`config.mk`:
```
export PLATFORM = sky130hd
export DESIGN_NAME = retire_trace_drain_flat
export DESIGN_NICKNAME = d
export VERILOG_FILES = /design/src/rtl/retire_trace_drain_pkg.sv /design/src/rtl/retire_trace_drain_if.sv /design/src/rtl/retire_trace_drain_trace_fifo.sv /design/src/rtl/retire_trace_drain.sv /design/src/flat_wrapper.sv
export SDC_FILE = /design/constraint.sdc
export NUM_CORES = 1
export LEC_CHECK = 0
export BUFFER_PORTS_ARGS = -buffer_cell sky130_fd_sc_hd__buf_2
export CORE_ASPECT_RATIO = 1.25
export CORE_MARGIN = 8
export CORE_UTILIZATION = 43
export CTS_CLUSTER_SIZE = 10
export DETAILED_ROUTE_END_ITERATION = 10
export HOLD_SLACK_MARGIN = 0.02
export MAX_ROUTING_LAYER = met4
export PLACE_DENSITY = 0.7
export REMOVE_ABC_BUFFERS = 1
export SLEW_MARGIN = 10
export SYNTH_ARGS = -nofsm -noshare
export SYNTH_HDL_FRONTEND = slang
export SYNTH_SLANG_ARGS = --single-unit
```
`constraint.sdc`:
```
create_clock -name clk -period 15.3 [get_ports clk]
set_clock_uncertainty 0.05 [all_clocks]
set_input_delay 3.825 -clock clk [delete_from_list [all_inputs] [get_ports clk]]
set_output_delay 3.825 -clock clk [all_outputs]
set_load 0.005 [all_outputs]
```
`src/rtl/retire_trace_drain_pkg.sv`:
```
// Shared widths, trace record layout and drain FSM state encoding for the retire trace path.
package retire_trace_drain_pkg;

    localparam int TRACE_REC_WD  = 70;
    localparam int TRACE_WORD_WD = 32;
    localparam int META_PAD_WD   = TRACE_WORD_WD - 6;

    typedef struct packed {
        logic [31:0] pc;
        logic        wen;
        logic [4:0]  dest;
        logic [31:0] result;
    } trace_rec_t;

    typedef enum logic [1:0] {
        ST_IDLE = 2'd0,
        ST_PC   = 2'd1,
        ST_RES  = 2'd2,
        ST_META = 2'd3
    } trace_state_e;

    function automatic logic [TRACE_WORD_WD-1:0] meta_word(input trace_rec_t rec);
        return {{META_PAD_WD{1'b0}}, rec.wen, rec.dest};
    endfunction

endpackage

```
`src/rtl/retire_trace_drain_if.sv`:
```
// Bundles the WB retirement push side and the serialized trace stream of retire_trace_drain.
interface retire_trace_drain_if
    import retire_trace_drain_pkg::*;
#(
    parameter int DEPTH = 8
) ();

    logic                       retired;
    logic [TRACE_REC_WD-1:0]    fifo_data;
    logic                       fifo_full;
    logic                       trace_valid;
    logic                       trace_ready;
    logic [TRACE_WORD_WD-1:0]   trace_data;
    logic                       trace_last;
    logic [$clog2(DEPTH):0]     fifo_count;
    logic [31:0]                stall_cycles;

    modport master (
        output retired,
        output fifo_data,
        output trace_ready,
        input  fifo_full,
        input  trace_valid,
        input  trace_data,
        input  trace_last,
        input  fifo_count,
        input  stall_cycles
    );

    modport slave (
        input  retired,
        input  fifo_data,
        input  trace_ready,
        output fifo_full,
        output trace_valid,
        output trace_data,
        output trace_last,
        output fifo_count,
        output stall_cycles
    );

endinterface

```
`src/rtl/retire_trace_drain_trace_fifo.sv`:
```
// Synchronous record FIFO: registered storage, combinational head, wrap-bit pointers.
module trace_fifo #(
    parameter int DEPTH = 8,
    parameter int WIDTH = 70
) (
    input  logic                     clk,
    input  logic                     rst,
    input  logic                     i_push,
    input  logic [WIDTH-1:0]         i_push_data,
    input  logic                     i_pop,
    output logic [WIDTH-1:0]         o_head_data,
    output logic [$clog2(DEPTH):0]   o_count,
    output logic                     o_full,
    output logic                     o_empty
);

    localparam int AW = $clog2(DEPTH);

    logic [AW:0]      r_wr_ptr;
    logic [AW:0]      r_rd_ptr;
    logic [WIDTH-1:0] r_mem [DEPTH];
    logic             w_do_push;
    logic             w_do_pop;

    assign w_do_push = i_push & ~o_full;
    assign w_do_pop  = i_pop & ~o_empty;

    // DEPTH is a power of two, so the natural pointer overflow is the wrap to slot 0.
    always_ff @(posedge clk or negedge rst) begin
        if (!rst) begin
            r_wr_ptr <= '0;
            r_rd_ptr <= '0;
        end else begin
            if (w_do_push) begin
                r_wr_ptr <= r_wr_ptr + 1'b1;
            end
            if (w_do_pop) begin
                r_rd_ptr <= r_rd_ptr + 1'b1;
            end
        end
    end

    always_ff @(posedge clk) begin
        if (w_do_push) begin
            r_mem[r_wr_ptr[AW-1:0]] <= i_push_data;
        end
    end

    assign o_head_data = r_mem[r_rd_ptr[AW-1:0]];
    assign o_empty     = (r_wr_ptr == r_rd_ptr);
    assign o_full      = (r_wr_ptr[AW] != r_rd_ptr[AW]) &&
                         (r_wr_ptr[AW-1:0] == r_rd_ptr[AW-1:0]);
    assign o_count     = r_wr_ptr - r_rd_ptr;

endmodule

```
`src/rtl/retire_trace_drain.sv`:
```
// Buffers WB retirement records and drains each one as three trace words: PC, RES, META.
module retire_trace_drain
    import retire_trace_drain_pkg::*;
#(
    parameter int DEPTH = 8
) (
    input  logic                 clk,
    input  logic                 rst,
    retire_trace_drain_if.slave  bus
);

    localparam int CNT_W = $clog2(DEPTH) + 1;

    logic                       w_push;
    logic                       w_pop;
    logic                       w_full;
    logic                       w_empty;
    logic [CNT_W-1:0]           w_count;
    trace_rec_t                 w_head;
    trace_state_e               r_state;
    trace_state_e               w_state_next;
    logic [TRACE_WORD_WD-1:0]   w_trace_data;
    logic [31:0]                r_stall_cycles;

    // Full comes from registered pointers only, so a same-cycle pop never frees a slot for the push.
    assign w_push = bus.retired & ~w_full;

    trace_fifo #(
        .DEPTH (DEPTH),
        .WIDTH (TRACE_REC_WD)
    ) u_trace_fifo (
        .clk         (clk),
        .rst         (rst),
        .i_push      (w_push),
        .i_push_data (bus.fifo_data),
        .i_pop       (w_pop),
        .o_head_data (w_head),
        .o_count     (w_count),
        .o_full      (w_full),
        .o_empty     (w_empty)
    );

    always_ff @(posedge clk or negedge rst) begin
        if (!rst) begin
            r_state <= ST_IDLE;
        end else begin
            r_state <= w_state_next;
        end
    end

    always_comb begin
        w_state_next = r_state;
        w_pop        = 1'b0;
        w_trace_data = '0;
        case (r_state)
            ST_IDLE: begin
                if (!w_empty) begin
                    w_state_next = ST_PC;
                end
            end
            ST_PC: begin
                w_trace_data = w_head.pc;
                if (bus.trace_ready) begin
                    w_state_next = ST_RES;
                end
            end
            ST_RES: begin
                w_trace_data = w_head.result;
                if (bus.trace_ready) begin
                    w_state_next = ST_META;
                end
            end
            ST_META: begin
                w_trace_data = meta_word(w_head);
                // Head record retires here; chain straight into the next one when present.
                if (bus.trace_ready) begin
                    w_pop        = 1'b1;
                    w_state_next = (w_count > CNT_W'(1)) ? ST_PC : ST_IDLE;
                end
            end
            default: begin
                w_state_next = ST_IDLE;
            end
        endcase
    end

    always_ff @(posedge clk or negedge rst) begin
        if (!rst) begin
            r_stall_cycles <= '0;
        end else if (bus.retired && w_full && (r_stall_cycles != 32'hFFFF_FFFF)) begin
            r_stall_cycles <= r_stall_cycles + 32'd1;
        end
    end

    assign bus.fifo_full    = w_full;
    assign bus.fifo_count   = w_count;
    assign bus.trace_valid  = (r_state != ST_IDLE);
    assign bus.trace_last   = (r_state == ST_META);
    assign bus.trace_data   = w_trace_data;
    assign bus.stall_cycles = r_stall_cycles;

endmodule

```
`src/flat_wrapper.sv`:
```
// flat-port wrapper written by rule: the top's interface ports become plain ports
module retire_trace_drain_flat import retire_trace_drain_pkg::*;
#(
    parameter int DEPTH = 8
)
  (clk, rst, bus_retired, bus_fifo_data, bus_trace_ready, bus_fifo_full, bus_trace_valid, bus_trace_data, bus_trace_last, bus_fifo_count, bus_stall_cycles);
  retire_trace_drain_if #(.DEPTH(DEPTH)) bus_i ();
  input  logic clk;
  input  logic rst;
  input wire logic [$bits(bus_i.retired)-1:0] bus_retired;
  input wire logic [$bits(bus_i.fifo_data)-1:0] bus_fifo_data;
  input wire logic [$bits(bus_i.trace_ready)-1:0] bus_trace_ready;
  output wire logic [$bits(bus_i.fifo_full)-1:0] bus_fifo_full;
  output wire logic [$bits(bus_i.trace_valid)-1:0] bus_trace_valid;
  output wire logic [$bits(bus_i.trace_data)-1:0] bus_trace_data;
  output wire logic [$bits(bus_i.trace_last)-1:0] bus_trace_last;
  output wire logic [$bits(bus_i.fifo_count)-1:0] bus_fifo_count;
  output wire logic [$bits(bus_i.stall_cycles)-1:0] bus_stall_cycles;
  assign bus_i.retired = bus_retired;
  assign bus_i.fifo_data = bus_fifo_data;
  assign bus_i.trace_ready = bus_trace_ready;
  assign bus_fifo_full = bus_i.fifo_full;
  assign bus_trace_valid = bus_i.trace_valid;
  assign bus_trace_data = bus_i.trace_data;
  assign bus_trace_last = bus_i.trace_last;
  assign bus_fifo_count = bus_i.fifo_count;
  assign bus_stall_cycles = bus_i.stall_cycles;
  retire_trace_drain #(.DEPTH(DEPTH)) u_core (.clk(clk), .rst(rst), .bus(bus_i));
endmodule
```
# After elaboration in Yosys (flattened, before gate mapping)
# Memory sizes are Yosys's and may differ from the RTL's.
# Index checks and enable logic that the tools add are counted.
# op_classes
n_mux	11
eq_ne	11
bitwise_logic	5
order_cmp	1
n_addsub	4
reduce_logical	6
# ops
op	n
$pmux W32 S3	1
$add A32 B1 Y32 const B	1
$ne A32 B32 Y1 const B	1
$add A4 B1 Y4 const B	2
$mux W2	4
$ne A2 B2 Y1 const B	4
$pmux W2 S4	1
$mux W1	5
$eq A2 B2 Y1 const B	2
$eq A4 B4 Y1	1
$gt A4 B1 Y1 const B	1
$reduce_and A4 Y1	1
$sub A4 B4 Y4	1
$and A1 B1 Y1	3
$eq A3 B3 Y1	1
$logic_and A1 B1 Y1	3
$eq A2 B1 Y1 const B	1
$logic_not A2 Y1	1
$not A1 Y1	2
$reduce_bool A2 Y1	1
$ne A1 B1 Y1	1
# totals
reg_bits	42
output_inout_bits	71
mem_bits_rw	560
input_bits	74
n_memories	1
elab_cells	43
# mem_list
name	words	width	read_ports	rd_clocked_by_memory_dff	wr	line_no	rtl
u_core.u_trace_fifo.r_mem	8	70	1	0	1	retire_trace_drain_trace_fifo.sv:21	logic [WIDTH-1:0] r_mem [DEPTH];

# Longest topological paths before layout
# logic_depth
ltp_word	7
mapped_depth	12
ltp_nobuf	7

# Hierarchy
# A second synthesis with hierarchy kept.
# unflattened
hier_cells	1258
area_unflattened_um2	23780.3
# modules_own_cells
module	instances	seq_area_each_um2	area_per_inst_um2	cells_each
trace_fifo	1	17016.3	21574.4	1016
retire_trace_drain	1	850.8	2205.9	242

# Worst setup path after synthesis
# Ideal clock, no wire load.
# synth_timing
path_kind	in2reg
start	input port bus_retired
end	memory u_core.u_trace_fifo.r_mem[1][0], enable pin
required_time_ns	14.666
n_path_buf	0
cell_stages	3
slack_ns	5.602
arrival_time_ns	9.064
setup_time_ns	0.584
cell_sequence	a21boi_1 nand2_1 nor3_1
# synth_between
elab_chain_len	4
# synth_lines
element	line_no	rtl
start: declaration	flat_wrapper.sv:10	input wire logic [$bits(bus_i.retired)-1:0] bus_retired;
$and A1 B1 Y1	retire_trace_drain.sv:26	assign w_push = bus.retired & ~w_full;
$and A1 B1 Y1	retire_trace_drain_trace_fifo.sv:25	assign w_do_push = i_push & ~o_full;
$mux W1	retire_trace_drain_trace_fifo.sv:44	if (w_do_push) begin
$mux W1 (not written as such)	retire_trace_drain_trace_fifo.sv:45	r_mem[r_wr_ptr[AW-1:0]] <= i_push_data;
end: declaration	retire_trace_drain_trace_fifo.sv:21	
# No other way between the ends.

# Final worst setup path
# layout_timing
start	register u_core.u_trace_fifo.r_rd_ptr[0]
end	output port bus_trace_data[21]
# layout_between
elab_chain_len	2
# layout_lines
element	line_no	rtl
start: declaration	retire_trace_drain_trace_fifo.sv:20	logic [AW:0] r_rd_ptr;
start signal: assignment	retire_trace_drain_trace_fifo.sv:38	r_rd_ptr <= r_rd_ptr + 1'b1;
$mem_v2 Z8 W70	-	
$pmux W32 S3	retire_trace_drain.sv:55	case (r_state)
end: declaration	flat_wrapper.sv:15	output wire logic [$bits(bus_i.trace_data)-1:0] bus_trace_data;
# No other way between the ends.

==> run metrics <==
Hold Crit Class=flip-flop to flip-flop; Die X=225.6 microns; routed via count=11810; simple-gate share of the synthesized area=0.05114; worst endpoint required time=11430 ps; clk_lat worst skew=590 ps; power density over cell area=186.8 nW/um^2; critical path arrival=4690 ps; Synth Area in XOR/XNOR=0.01447; max-cap violation count=0; RSZ-0062 raised after global routing=false; Final Hold Violating Endpoints=0; final WL=50.87 mm; Final Power=5.081 mW; CTS tree=done; first-pass GRT wire length=76.31 mm; total clock buffers created by CTS=71; clock buffer depth=3; htree depth=3; Synth Area per Inst=19.50 sq um; layout net count=1478; # DRC=0; adder-cell area share of the yosys netlist=0.006678; Synth cell types=41; cell count after synthesis=1211; hold_sp=u_core.u_trace_fifo.r_rd_ptr[3]; die area=62710 sq um; gpl congestion=0.8049; Setup WS pre-CTS=7086 ps; Sink Count=602; port bufs=144; largest family of logic cells by synthesized area=multiplexers; final core occ=0.4977; Highest Clock Rate=116.8 MHz; setup TNS=0 ps; DR WL/cell=23.65 microns; post-route ant nets=0; Max-slew headroom=0.2308; P_leak=9.411 nW; Fill cells=4369; Die H=278.0 microns; run status=complete, no violations; cts hold-fix bufs=0; fraction of layout cells with a size suffix above 1=0.2881; Cell Area, Synth=23610 sq um; DR vias/cell=5.490; number of global-route vias before repair=12480; Setup WS post-layout=6735 ps; Initial Utilization=0.4320; mux contribution to synthesized area=0.1421; # IOs=145; Slew @ Worst Pin=1154 ps; R2R setup slack=9780 ps; global route total overflow=0; Synth Area in Compound Gates=0.01712; DR pass1 iterations=5; row count=96; Finish-stage setup viols=0; register area share after synthesis=0.7568; Yosys warnings=0; post-CTS setup buffer count=0; Setup crit end kind=primary output; Setup CP Type=flip-flop to primary output; Worst Setup SP=u_core.u_trace_fifo.r_rd_ptr[0]; R2R Path Start=u_core.u_trace_fifo.r_rd_ptr[0]; 1st-iter DRT viols=809; Period Utilization, post-route=0.5598; placed cell areas=25240 sq um; Core ar.=54650 sq um; GRT Total Usage=0.1672; CP Launch Type=flip-flop; root buf cell=clkbuf_16; CTS clk-pin slew, worst paths=60 ps; Slew Limit Fails=0; Post-CTS Resized=0; Detail Placement HPWL=27.29 mm; antenna violations before repair=11; critical path fanouts, max=53; Peak VDD IR=0.1290 mV; Final Instance Area=27200 sq um; largest net degree at the start of global routing=76; fin crit period=8565 ps; area grow syn2layout=15.22%; flops & latches, synth=602
## logic make-up (layout without fill, tap and decap cells)
| group | after synthesis | in the layout |
|---|---|---|
| XOR/XNOR | 39 | 39 |
| buffers and inverters | 68 | 263 |
| flip-flops | 602 | 602 |
| AO/OA/AOI/OAI | 54 | 54 |
| other | 0 | 10 |
| multiplexers | 160 | 160 |
| AND/OR/NAND/NOR | 276 | 276 |
| adder cells (fa/ha/maj) | 12 | 12 |
## synth_stat cells
master,count,share of area
a2111oi_4,1,0.0012
a211oi_1,1,0.00032
a21boi_1,1,0.00032
a21o_1,2,0.00064
a21oi_1,3,0.00064
a22oi_1,26,0.0083
a311oi_1,1,0.00037
a31oi_1,3,0.00080
a41oi_1,1,0.00037
and2_1,3,0.00080
and3_1,6,0.0016
and4_1,1,0.00037
buf_1,10,0.0016
buf_2,16,0.0034
clkbuf_1,31,0.0049
dfrtp_1,42,0.045
edfxtp_1,560,0.71
fa_1,1,0.00085
ha_1,11,0.0058
inv_1,10,0.0016
inv_2,1,0.00016
mux2_2,2,0.00095
mux2i_1,18,0.0076
mux4_2,140,0.13
nand2_1,179,0.028
nand2b_1,2,0.00053
nand3_1,13,0.0028
nand4_1,16,0.0042
nand4_4,1,0.00090
nor2_1,42,0.0067
nor2b_1,1,0.00027
nor3_1,7,0.0015
nor4_2,1,0.00053
nor4_4,2,0.0018
o21ai_0,8,0.0017
o22a_1,6,0.0022
o31ai_1,1,0.00032
or3_1,1,0.00027
or4_4,1,0.00048
xnor2_1,26,0.0096
xor2_1,13,0.0048
## routing by layer
layer / wire length [microns] / global-route usage
met5: 0 / -
met4: 1195 / 0.06240
met3: 3095 / 0.03676
met2: 25880 / 0.2743
met1: 20700 / 0.2019
## final cells by class
type,count,area (sq um),share of cell area
Timing Repair Buffer,165,878.3,0.03229
Antenna cell,10,25.02,0.0009199
Sequential cell,602,17880,0.6571
Clock buffer,81,1888,0.06941
Tap cell,735,919.6,0.03381
Multi-Input combinational cell,541,5522,0.2030
Inverter,11,42.54,0.001564
Clock inverter,6,51.30,0.001886
## sequential cells by signal (all words and copies together) (netlist names)
signal / count
u_core.u_trace_fifo.r_mem: 560
u_core.bus.stall_cycles: 32
u_core.u_trace_fifo.r_rd_ptr: 4
u_core.u_trace_fifo.r_wr_ptr: 4
u_core.r_state: 2
## layout by cell type (no fill, tap or decap), drive strengths merged, types with 4 or more instances in the layout
cell type,count
o22a,6
mux2i,18
ha,11
a22oi,26
xnor2,26
buf,165
nor3,7
nand4,17
and3,6
diode,10
inv,13
nor2,42
o21ai,8
mux4,140
nand2,179
clkinv,4
xor2,13
dfrtp,42
nand3,13
edfxtp,560
clkbuf,81
## through the flow
step | hold slack (ps) | cells
global placement | 427.5 | 2054
finish | 442.7 | 2151
floorplan | 410.7 | 1154
CTS | 448.5 | 2141
detailed placement | 437.8 | 2054
global route | 467.2 | 2151
## power breakdown
part / internal [mW] / switching [mW] / total [mW] / leakage [nW]
logic: 0.623 / 0.795 / 1.42 / 2.82
registers: 2.07 / 0.137 / 2.21 / 5.64
clock network: 0.862 / 0.593 / 1.46 / 0.952
## critical path: stages (launching register included)
cell and delay [ps]:
dfrtp_4 980, buf_4 960, buf_4 940, mux4_2 600
nand2_1 80, nand2_1 60, a22oi_1 220, nor2_1 60
buf_2 140
## path summary, 6_finish.rpt
| check | to | cells after the start |
|---|---|---|
| worst max-delay path | bus_trace_data[21] | 8 |
| worst min-delay path | u_core.u_trace_fifo.r_rd_ptr[3] | 1 |
| worst max register to register | u_core.u_trace_fifo.r_mem[2][69] | 7 |
| worst min register to register | u_core.u_trace_fifo.r_rd_ptr[3] | 1 |
| max in group asynchronous | u_core.u_trace_fifo.r_rd_ptr[1] | 1 |
| min in group asynchronous | u_core.u_trace_fifo.r_wr_ptr[1] | 1 |
No activity file was read; power rests on OpenSTA's default activity.
